**src/rtl/array_sequencer_pkg.sv**
```systemverilog
// Shared constants for the PE-grid sequencer: grid-wide state codes and FSM states.
package array_sequencer_pkg;

  // global_state codes decoded by every PE
  localparam logic [1:0] S_LOAD_W = 2'd0;  // also the hold code when cfg_valid is low
  localparam logic [1:0] S_LOAD_X = 2'd1;
  localparam logic [1:0] S_MAC    = 2'd2;
  localparam logic [1:0] S_CLEAR  = 2'd3;

  // Sequencer FSM states
  typedef logic [2:0] seq_state_t;
  localparam seq_state_t StIdle  = 3'd0;
  localparam seq_state_t StWload = 3'd1;
  localparam seq_state_t StXload = 3'd2;
  localparam seq_state_t StClr   = 3'd3;
  localparam seq_state_t StMac   = 3'd4;
  localparam seq_state_t StDone  = 3'd5;

endpackage

```
**src/rtl/array_sequencer.sv**
```systemverilog
// Feed/control stage for the PE grid: streams weights into the grid config bus, shifts
// activations in at the left edge, then clears and runs the MAC wavefront.
// Grid-facing outputs lag the FSM by one register stage.
module array_sequencer
  import array_sequencer_pkg::*;
#(
  parameter int unsigned DW    = 8,
  parameter int unsigned ROW_W = 4,
  parameter int unsigned COL_W = 4,
  parameter int unsigned ROWS  = 4,
  parameter int unsigned COLS  = 4
) (
  input  logic                   clk,
  input  logic                   rst_n,
  input  logic                   i_start,
  input  logic                   i_reuse_w,
  output logic                   o_busy,
  output logic                   o_done,
  input  logic                   i_w_valid,
  output logic                   o_w_ready,
  input  logic [DW-1:0]          i_w_data,
  input  logic                   i_x_valid,
  output logic                   o_x_ready,
  input  logic [ROWS*DW-1:0]     i_x_data,
  output logic [ROW_W+COL_W-1:0] o_cfg_addr,
  output logic [DW-1:0]          o_cfg_data,
  output logic                   o_cfg_valid,
  output logic [1:0]             o_global_state,
  output logic [ROWS*DW-1:0]     o_x_edge
);

  localparam int unsigned PhMax = (COLS > ROWS) ? COLS : ROWS;
  localparam int unsigned PhW   = $clog2(PhMax) + 1;

  seq_state_t r_state;
  seq_state_t w_state_next;

  logic [ROW_W-1:0] r_row;
  logic [COL_W-1:0] r_col;
  logic [PhW-1:0]   r_ph;

  logic                   r_busy;
  logic                   r_done;
  logic                   r_w_ready;
  logic                   r_x_ready;
  logic [ROW_W+COL_W-1:0] r_cfg_addr;
  logic [DW-1:0]          r_cfg_data;
  logic                   r_cfg_valid;
  logic [1:0]             r_gs;
  logic [ROWS*DW-1:0]     r_x_edge;

  logic       w_w_hs;
  logic       w_x_hs;
  logic       w_last_w;
  logic       w_last_x;
  logic       w_last_mac;
  logic [1:0] w_gs_next;

  // ready registers are only high in their own phase, so these are phase-qualified
  assign w_w_hs     = r_w_ready & i_w_valid;
  assign w_x_hs     = r_x_ready & i_x_valid;
  assign w_last_w   = (r_row == ROW_W'(ROWS - 1)) && (r_col == COL_W'(COLS - 1));
  assign w_last_x   = (r_ph == PhW'(COLS - 1));
  assign w_last_mac = (r_ph == PhW'(ROWS - 1));

  // Next FSM state
  always_comb begin
    w_state_next = r_state;
    case (r_state)
      StIdle:  if (i_start) w_state_next = i_reuse_w ? StXload : StWload;
      StWload: if (w_w_hs && w_last_w) w_state_next = StXload;
      StXload: if (w_x_hs && w_last_x) w_state_next = StClr;
      StClr:   w_state_next = StMac;
      StMac:   if (w_last_mac) w_state_next = StDone;
      StDone:  w_state_next = StIdle;
      default: w_state_next = StIdle;
    endcase
  end

  // Grid state code to present in the following cycle
  always_comb begin
    w_gs_next = S_LOAD_W;
    case (r_state)
      StXload: if (w_x_hs) w_gs_next = S_LOAD_X;
      StClr:   w_gs_next = S_CLEAR;
      StMac:   w_gs_next = S_MAC;
      default: w_gs_next = S_LOAD_W;
    endcase
  end

  // FSM state and registered outputs
  always_ff @(posedge clk or negedge rst_n) begin
    if (!rst_n) begin
      r_state     <= StIdle;
      r_busy      <= 1'b0;
      r_done      <= 1'b0;
      r_w_ready   <= 1'b0;
      r_x_ready   <= 1'b0;
      r_cfg_addr  <= '0;
      r_cfg_data  <= '0;
      r_cfg_valid <= 1'b0;
      r_gs        <= S_LOAD_W;
      r_x_edge    <= '0;
    end else begin
      r_state     <= w_state_next;
      // busy stays up through the done pulse, which is emitted after leaving StDone
      r_busy      <= (w_state_next != StIdle) || (r_state == StDone);
      r_done      <= (r_state == StDone);
      r_w_ready   <= (w_state_next == StWload);
      r_x_ready   <= (w_state_next == StXload);
      r_cfg_valid <= w_w_hs;
      r_gs        <= w_gs_next;
      if (w_w_hs) begin
        r_cfg_addr <= {r_row, r_col};
        r_cfg_data <= i_w_data;
      end
      if (w_x_hs) r_x_edge <= i_x_data;
    end
  end

  // Weight position and phase counters; both return to zero at the end of their phase
  always_ff @(posedge clk or negedge rst_n) begin
    if (!rst_n) begin
      r_row <= '0;
      r_col <= '0;
      r_ph  <= '0;
    end else begin
      if (w_w_hs) begin
        if (r_col == COL_W'(COLS - 1)) begin
          r_col <= '0;
          r_row <= w_last_w ? '0 : r_row + ROW_W'(1);
        end else begin
          r_col <= r_col + COL_W'(1);
        end
      end
      case (r_state)
        StXload: if (w_x_hs) r_ph <= w_last_x ? '0 : r_ph + PhW'(1);
        StMac:   r_ph <= w_last_mac ? '0 : r_ph + PhW'(1);
        default: r_ph <= '0;
      endcase
    end
  end

  assign o_busy         = r_busy;
  assign o_done         = r_done;
  assign o_w_ready      = r_w_ready;
  assign o_x_ready      = r_x_ready;
  assign o_cfg_addr     = r_cfg_addr;
  assign o_cfg_data     = r_cfg_data;
  assign o_cfg_valid    = r_cfg_valid;
  assign o_global_state = r_gs;
  assign o_x_edge       = r_x_edge;

endmodule

```
**config.mk**
```make
export PLATFORM = sky130hd
export DESIGN_NAME = array_sequencer
export DESIGN_NICKNAME = d
export VERILOG_FILES = /design/src/rtl/array_sequencer_pkg.sv /design/src/rtl/array_sequencer.sv
export SDC_FILE = /design/constraint.sdc
export NUM_CORES = 1
export LEC_CHECK = 0
export CORE_UTILIZATION = 45
export CTS_CLUSTER_DIAMETER = 100
export DETAILED_ROUTE_END_ITERATION = 10
export PLACE_DENSITY = 0.82
export SYNTH_ARGS = -nofsm -noshare
export SYNTH_HDL_FRONTEND = slang
export SYNTH_SLANG_ARGS = --single-unit
```
**constraint.sdc**
```tcl
create_clock -name clk -period 6.1 [get_ports clk]
set_input_delay 0.915 -clock clk [delete_from_list [all_inputs] [get_ports clk]]
set_output_delay 0.915 -clock clk [all_outputs]
set_load 0.02 [all_outputs]
```
==> summary.txt <==
Layout
  • Storage cell area: 0.001727 mm²
  • Area of the multi-input gates: 998.5 µm²
  • Antenna diodes: 0
  • Area Overhead vs Synth: 44.98%
  • Share of cells above drive strength 1: 23.36%
  • Filler cells: 447
  • Nets: 349
  • Post-route cell area: 0.003996 mm²

Worst hold path
  • Hold Path Stages: 1
  • Worst min-delay path category: flop to flop
  • Worst hold start: o_x_edge[11]$_DFFE_PN0N_

Critical path
  • CP arrival: 2.56 ns
  • Worst setup path end: o_busy$_DFF_PN0_
  • CP Class: input port to flop
  • Setup crit start: i_w_valid
  • Setup crit end kind: flop
  • Critical path launch point type: input port
  • Worst R2R End: o_busy$_DFF_PN0_
  • R2R Path Start: r_row[0]$_DFFE_PN0P_
  • Worst Path Required: 6.30 ns
  • Worst-path fanout max: 5
  • Cell count of the worst reg-to-reg path: 5
  • R2R setup slack: 3.99 ns

Timing
  • Final Hold Fails: 0
  • Fin crit share: 38.82%
  • Slew HR: 43.84%
  • Setup TNS: 0 ns
  • RSZ-0062 raised after global routing: no
  • Final worst path period need: 2.368 ns
  • Setup violations, final: 0
  • Final setup skew: 0.006699 ns
  • Least-Margin Pin Slew: 0.8424 ns
  • Fmax: 422.3 MHz
  • Final Worst Setup Slack: 3.732 ns
  • Fin. max-slew vios: 0

Synth
  • Sequential share of the synthesized area: 62.64%
  • Post-synth top area share: 62.64%
  • Synth cell types: 33
  • Post-synth top area cell: dfrtp_1
  • Adder-cell share of the synthesized area: 1.362%
  • Yosys reg bits: 69
  • Syn nets: 242
  • Warnings from Yosys: 0
  • Mean area per synthesized cell: 14.28 µm²
  • Synthesized cell area: 0.002756 mm²
  • Synth top area cells: dfrtp_1 (63%), mux2_2 (20%), nand2_1 (2.0%)
  • Syn Inst Count: 193
  • Compound-Gate Fraction of Synth Area: 4.176%
  • Mux share of post-synthesis cell area: 20.02%
  • Post-Synth Simple-Gate Area: 9.714%
  • Largest family of logic cells by synthesized area: multiplexers
  • Synth Area in XOR/XNOR: 0.9532%

Die
  • Core box area: 0.005921 mm²
  • Site Rows: 28
  • Die area: 0.006442 mm²
  • Ports: 101
  • Die height: 80.27 µm
  • Die width: 80.27 µm
  • Starting Density: 46.56%

CTS
  • Worst skew pair latency: 0.33 ns
  • Max Buffers Root-to-Sink: 2
  • Post-CTS Hold Buffers: 0
  • H-tree Lvls: 3
  • Post-CTS Repair Setup Buffers: 0
  • Clock root cell: clkbuf_8
  • CTS tree: yes
  • Clock transition at path regs: 0.06 ns
  • Post-CTS Resized: 0
  • CTS Buf Count: 9
  • Sink Count: 69

Global routing
  • GRT Max-Usage Layer: met2
  • Met1 usage: 23.14%
  • Total track usage: 18.65%
  • GR Layer Usage met3: 5.795%
  • M2 GR Usage: 28.63%
  • Antenna violations before repair: 0
  • Largest net degree at the start of global routing: 70
  • Vias in the first global route: 1,869
  • First-pass GRT wire length: 8935 µm
  • Total gr overflow: 0

Placed design
  • DP Area: 0.003837 mm²
  • Pre-CTS WS: 3.389 ns
  • Dpl hpwl: 3778 µm
  • RePlAce Congestion: 0.7472
  • Input/output buffers: 100

Routing
  • DRT Pass-1 Iters: 4
  • WL per Instance: 14.17 µm
  • DR vias: 1,906
  • Total routed wirelength: 5372 µm
  • DRT antenna net count: 0
  • Starting DRC count in detailed routing: 95
  • DRC: 0
  • Via density: 5.029

Run
  • Max Cap Violations: 0

Power
  • Max VDD drop: 0.3314 mV
  • P_leak: 0.001725 µW
  • Pwr Density: 486.7 mW/mm²

Outcome
  • Status: finished clean
cell type report:
| cell class | instances | share of cell area, % |
|---|---|---|
| clock buffer | 13 | 3.726 |
| clock inverter | 2 | 0.2505 |
| inverter | 2 | 0.1879 |
| multi-input combinational | 116 | 24.98 |
| sequential | 69 | 43.21 |
| tap | 75 | 2.348 |
| timing repair buffer | 102 | 25.30 |
metrics by stage:
stage                     hold slack, ns  instances  power, µW  utilization, %
after floorplan                   0.4865        193       1218               -
after global placement            0.4852        364       1624           64.81
after detailed placement          0.4924        364       1651           64.81
after CTS                         0.5066        379       1970           67.50
after global routing              0.5212        379       2059           67.50
final                             0.5025        379       1945           67.50
cell families after synthesis:
| logic type | count (synthesis) |
|---|---|
| buffers and inverters | 8 |
| and+or+nand+nor | 46 |
| AOI/OAI and AO/OA | 15 |
| muxes | 49 |
| xor gates and xnor gates | 3 |
| adders and majority gates | 3 |
| DFF | 69 |
cell usage in the layout, fill, tap and decap left out, drive strengths merged, types with 2 or more instances in the layout:
cell type	count
clkdlybuf4s50	99
dfrtp	69
mux2	49
nand2	15
clkbuf	13
o21ai	6
nor2	5
a21oi	4
nand3	4
nor3	3
nor2b	3
xnor2	3
ha	3
buf	3
inv	2
nor3b	2
nand2b	2
or3	2
nand4	2
clkinv	2
or3b	2
and2	2
power breakdown:
group	switching (µW)	internal [µW]	total [µW]
clock network	154	156	310
registers	115	643	758
logic	399	478	877
flip-flops by register name (all words and copies together) (netlist names):
register and flops:
o_x_edge 32, o_cfg_addr 8, o_cfg_data 8, r_col 4
r_row 4, r_ph 3, r_state 3, o_global_state 2
o_busy 1, o_cfg_valid 1, o_done 1, o_w_ready 1
o_x_ready 1
routing by layer:
layer / share of wire (%) / routed length (µm) / vias to the layer above
li1: - / - / 896
met1: 41 / 2227 / 943
met2: 50 / 2706 / 59
met3: 6.0 / 325 / 8
met4: 2.1 / 112 / 0
met5: 0 / 0 / -
worst max-delay path, cell delays in order:
cell             delay, ns
clkdlybuf4s50_1       0.53
nand3_4               0.12
o41ai_4               0.34
nand3_2               0.14
or4_1                 0.52
synth_stat cells (all sizes together):
master / n
mux2: 49
a211o: 1
inv: 2
or3: 2
o21a: 1
or3b: 2
nor3: 3
nor2: 5
nor2b: 3
nand4: 2
a21oi: 4
o41ai: 1
nor3b: 2
and3b: 1
nand2: 15
buf: 1
clkbuf: 5
xnor2: 3
or4: 1
or4bb: 1
a21bo: 1
dfrtp: 69
ha: 3
a41o: 1
o21ai: 6
nand2b: 2
and2: 2
nand4b: 1
nand3: 4
worst min path at each step:
stage / to / slack (ns)
2_1_floorplan: r_row[1]$_DFFE_PN0P_ / 0.49
3_3_place_gp: o_x_edge[24]$_DFFE_PN0N_ / 0.49
3_5_place_dp: o_x_edge[24]$_DFFE_PN0N_ / 0.49
4_1_cts: o_cfg_addr[1]$_DFFE_PN0P_ / 0.51
5_1_grt: o_x_edge[0]$_DFFE_PN0N_ / 0.52
6_report: o_x_edge[11]$_DFFE_PN0N_ / 0.50
(Power assumes the default switching activity.)
==> edit, RTL diff (same settings) <==
Set the parameter `COL_W` to 5 (it was 4).
--- a/src/rtl/array_sequencer.sv
+++ b/src/rtl/array_sequencer.sv
@@ -6,7 +6,7 @@
 #(
   parameter int unsigned DW    = 8,
   parameter int unsigned ROW_W = 4,
-  parameter int unsigned COL_W = 4,
+  parameter int unsigned COL_W = 5,
   parameter int unsigned ROWS  = 4,
   parameter int unsigned COLS  = 4
 ) (
Ports: changed (resized o_cfg_addr); port bits go from 101 to 102. No check against the original RTL was run, so the function may have changed too.
==> edit against the unedited design <==
Synthesized area up 3.3%; count of clock-buffer cells in the layout unchanged; critical path type unchanged; final area increased by 3.8%; via count rose by 11%; sequential cell count rose by 2; total power grew 8.2%; worst setup slack worse by 0.29 ns; sequential share of layout area is 0.37 points lower; wire length up 6.3%.
==> edit: results (changes against the unedited design) <==
- The flow ran to the end, and the final reports show no timing, DRC or antenna violations.
- The synthesis warning total was 0 (unchanged).
- The critical path's largest stage delay was 0.56 ns (+0.03 ns).
- The final setup skew is 0.00635 ns (-0.000350 ns).
- The end-of-flow core utilization is 68.8% (+1.3 points).
- The power attributed to sequential cells is 778 uW (+2.6%).
- By count the netlist is led by dfrtp_1, nand2_1, mux2_2.
- The largest net degree at the start of global routing came to 72 (+2.9%).
- The post-synthesis net count came to 291 (+20%).
- Among all stages on the critical path, the largest delay is contributed by or3_4.
- The CTS buffer count is 9 (unchanged).
- Sorting the synthesized cells by area gives the leading types as dfrtp_1, mux2_2, nand2_1.
- The placer congestion estimate came to 0.766 (+2.5%).
- The relative max-transition margin came to 42.5% (-1.3 points).
- The maximum level of the CTS H-tree is 3 (unchanged).
- The time the final worst path needs with I/O delays and setup is 2.65 ns (+0.286 ns).
- The synthesized instance count is 242 (+25%).
- The net switching component of the power came to 722 uW (+8.1%).
- The detailed-route wire length on metal 1 is 2490 um (+12%).
- The met2 track utilization from global routing is 29.7% (+1.0 points).
- The iteration-0 DRC count of the detailed router is 76 (-20%).
- The final cell count without fillers is 426 (+12%).
- The register-to-register path setup slack is 3.96 ns (-0.03 ns).
- The proportion of layout cells with a drive suffix above 1 is 16.0% (-7.4 points).
- The leakage power summed over all cells is 0.00188 uW (+9.2%).
- The via count of the first global-routing pass is 2065 (+10%).
- The routed wire length on met3 is 507 um (+56%).
- The placed instance count came to 410 (+13%).
- The number of buffer cells added on primary ports came to 101 (+1.0%).
- In this run the worst setup path terminates at o_w_ready$_DFF_PN0_.
- The arrival time at the worst endpoint came to 2.86 ns (+0.30 ns).
- The count of unique library cells instantiated by Yosys was 34 (+3.0%).
- The instance area at placement is 3920 um2 (+2.2%).
- The sequential-to-total area share from yosys stat was 62.4% (-0.25 points).
- The global-route track usage on met3 is 5.22% (-0.57 points).
- The global-route wire length before repair is 9180 um (+2.8%).
- The critical-path maximum fanout came to 24 (+19).
- The switching fraction of total power is 34.3% (about the same).
- The final-stage net count came to 395 (+13%).
- The reported combinational group power is 912 uW (+4.0%).
- The worst reg2reg path startpoint is r_col[1]$_DFFE_PN0P_.
- Tracing the worst setup path back leads to its startpoint at i_w_valid.
- The average detailed-routed wire length per instance is 13.4 um (-5.4%).
- The global-route track usage on met1 came to 22.7% (-0.44 points).
- The average vias per placed instance came to 4.98 (-0.95%).
- The detailed-placement wirelength estimate came to 3930 um (+4.1%).
- The pre-CTS setup slack is 3.09 ns (-0.298 ns).
- The number of buffers added to fix hold violations after cts is 0 (unchanged).
- The worst-case vdd ir drop was 0.000299 V (-9.9%).
- The total length of routed met2 wires came to 2590 um (-4.1%).
- After clock tree synthesis, the clock-pin slew on the worst setup and hold paths is 0.07 ns.
- The total routing resource utilization after global routing was 18.5% (-0.17 points).
==> edit: cell count changes in the layout (fill, tap and decap cells not counted), sizes merged, moves of 2 or more <==
| cell | change |
|---|---|
| nand2 | +50 |
| mux2 | -15 |
| a21o | +3 |
| inv | +3 |
| and3 | +2 |
| bufinv | +2 |
| dfrtp | +2 |
| nand3 | -2 |
| nor2 | +2 |
| nor3 | +2 |
==> edit: logic make-up after synthesis <==
group           count (synthesis)  synth area share, %
compound gates                 20                 4.57
xor+xnor                        3                0.923
fa+ha+maj                       3                 1.32
buf+inv                        15                 2.02
flops                          71                 62.4
mux                            34                 13.4
simple gates                   96                 15.3
==> edit: worst min-delay path by stage <==
stage          cells past startpoint  slack [ns]                       from                   endpoint
4_1_cts                            2        0.48  o_cfg_addr[6]$_DFFE_PN0P_  o_cfg_addr[6]$_DFFE_PN0P_
2_1_floorplan                      1        0.47        r_ph[2]$_DFFE_PN0P_        r_ph[2]$_DFFE_PN0P_
6_report                           2        0.48  o_cfg_addr[6]$_DFFE_PN0P_  o_cfg_addr[6]$_DFFE_PN0P_
5_1_grt                            2        0.51  o_cfg_data[5]$_DFFE_PN0P_  o_cfg_data[5]$_DFFE_PN0P_
3_3_place_gp                       2        0.46  o_cfg_data[5]$_DFFE_PN0P_  o_cfg_data[5]$_DFFE_PN0P_
3_5_place_dp                       2        0.46  o_cfg_addr[8]$_DFFE_PN0P_  o_cfg_addr[8]$_DFFE_PN0P_
==> edit: area by class of cell <==
type	count	area, um2
sequential	71	1780
fill	440	1880
multi-input combinational	156	1010
clock inverter	3	65.1
clock buffer	13	159
timing repair buffer	103	1020
inverter	5	18.8
tap	75	93.8
==> edit: worst min-delay path, cell delays in order (launching register included) <==
cell	delay (ns)
dfrtp_1	0.35
nand2_1	0.05
nand2_1	0.05
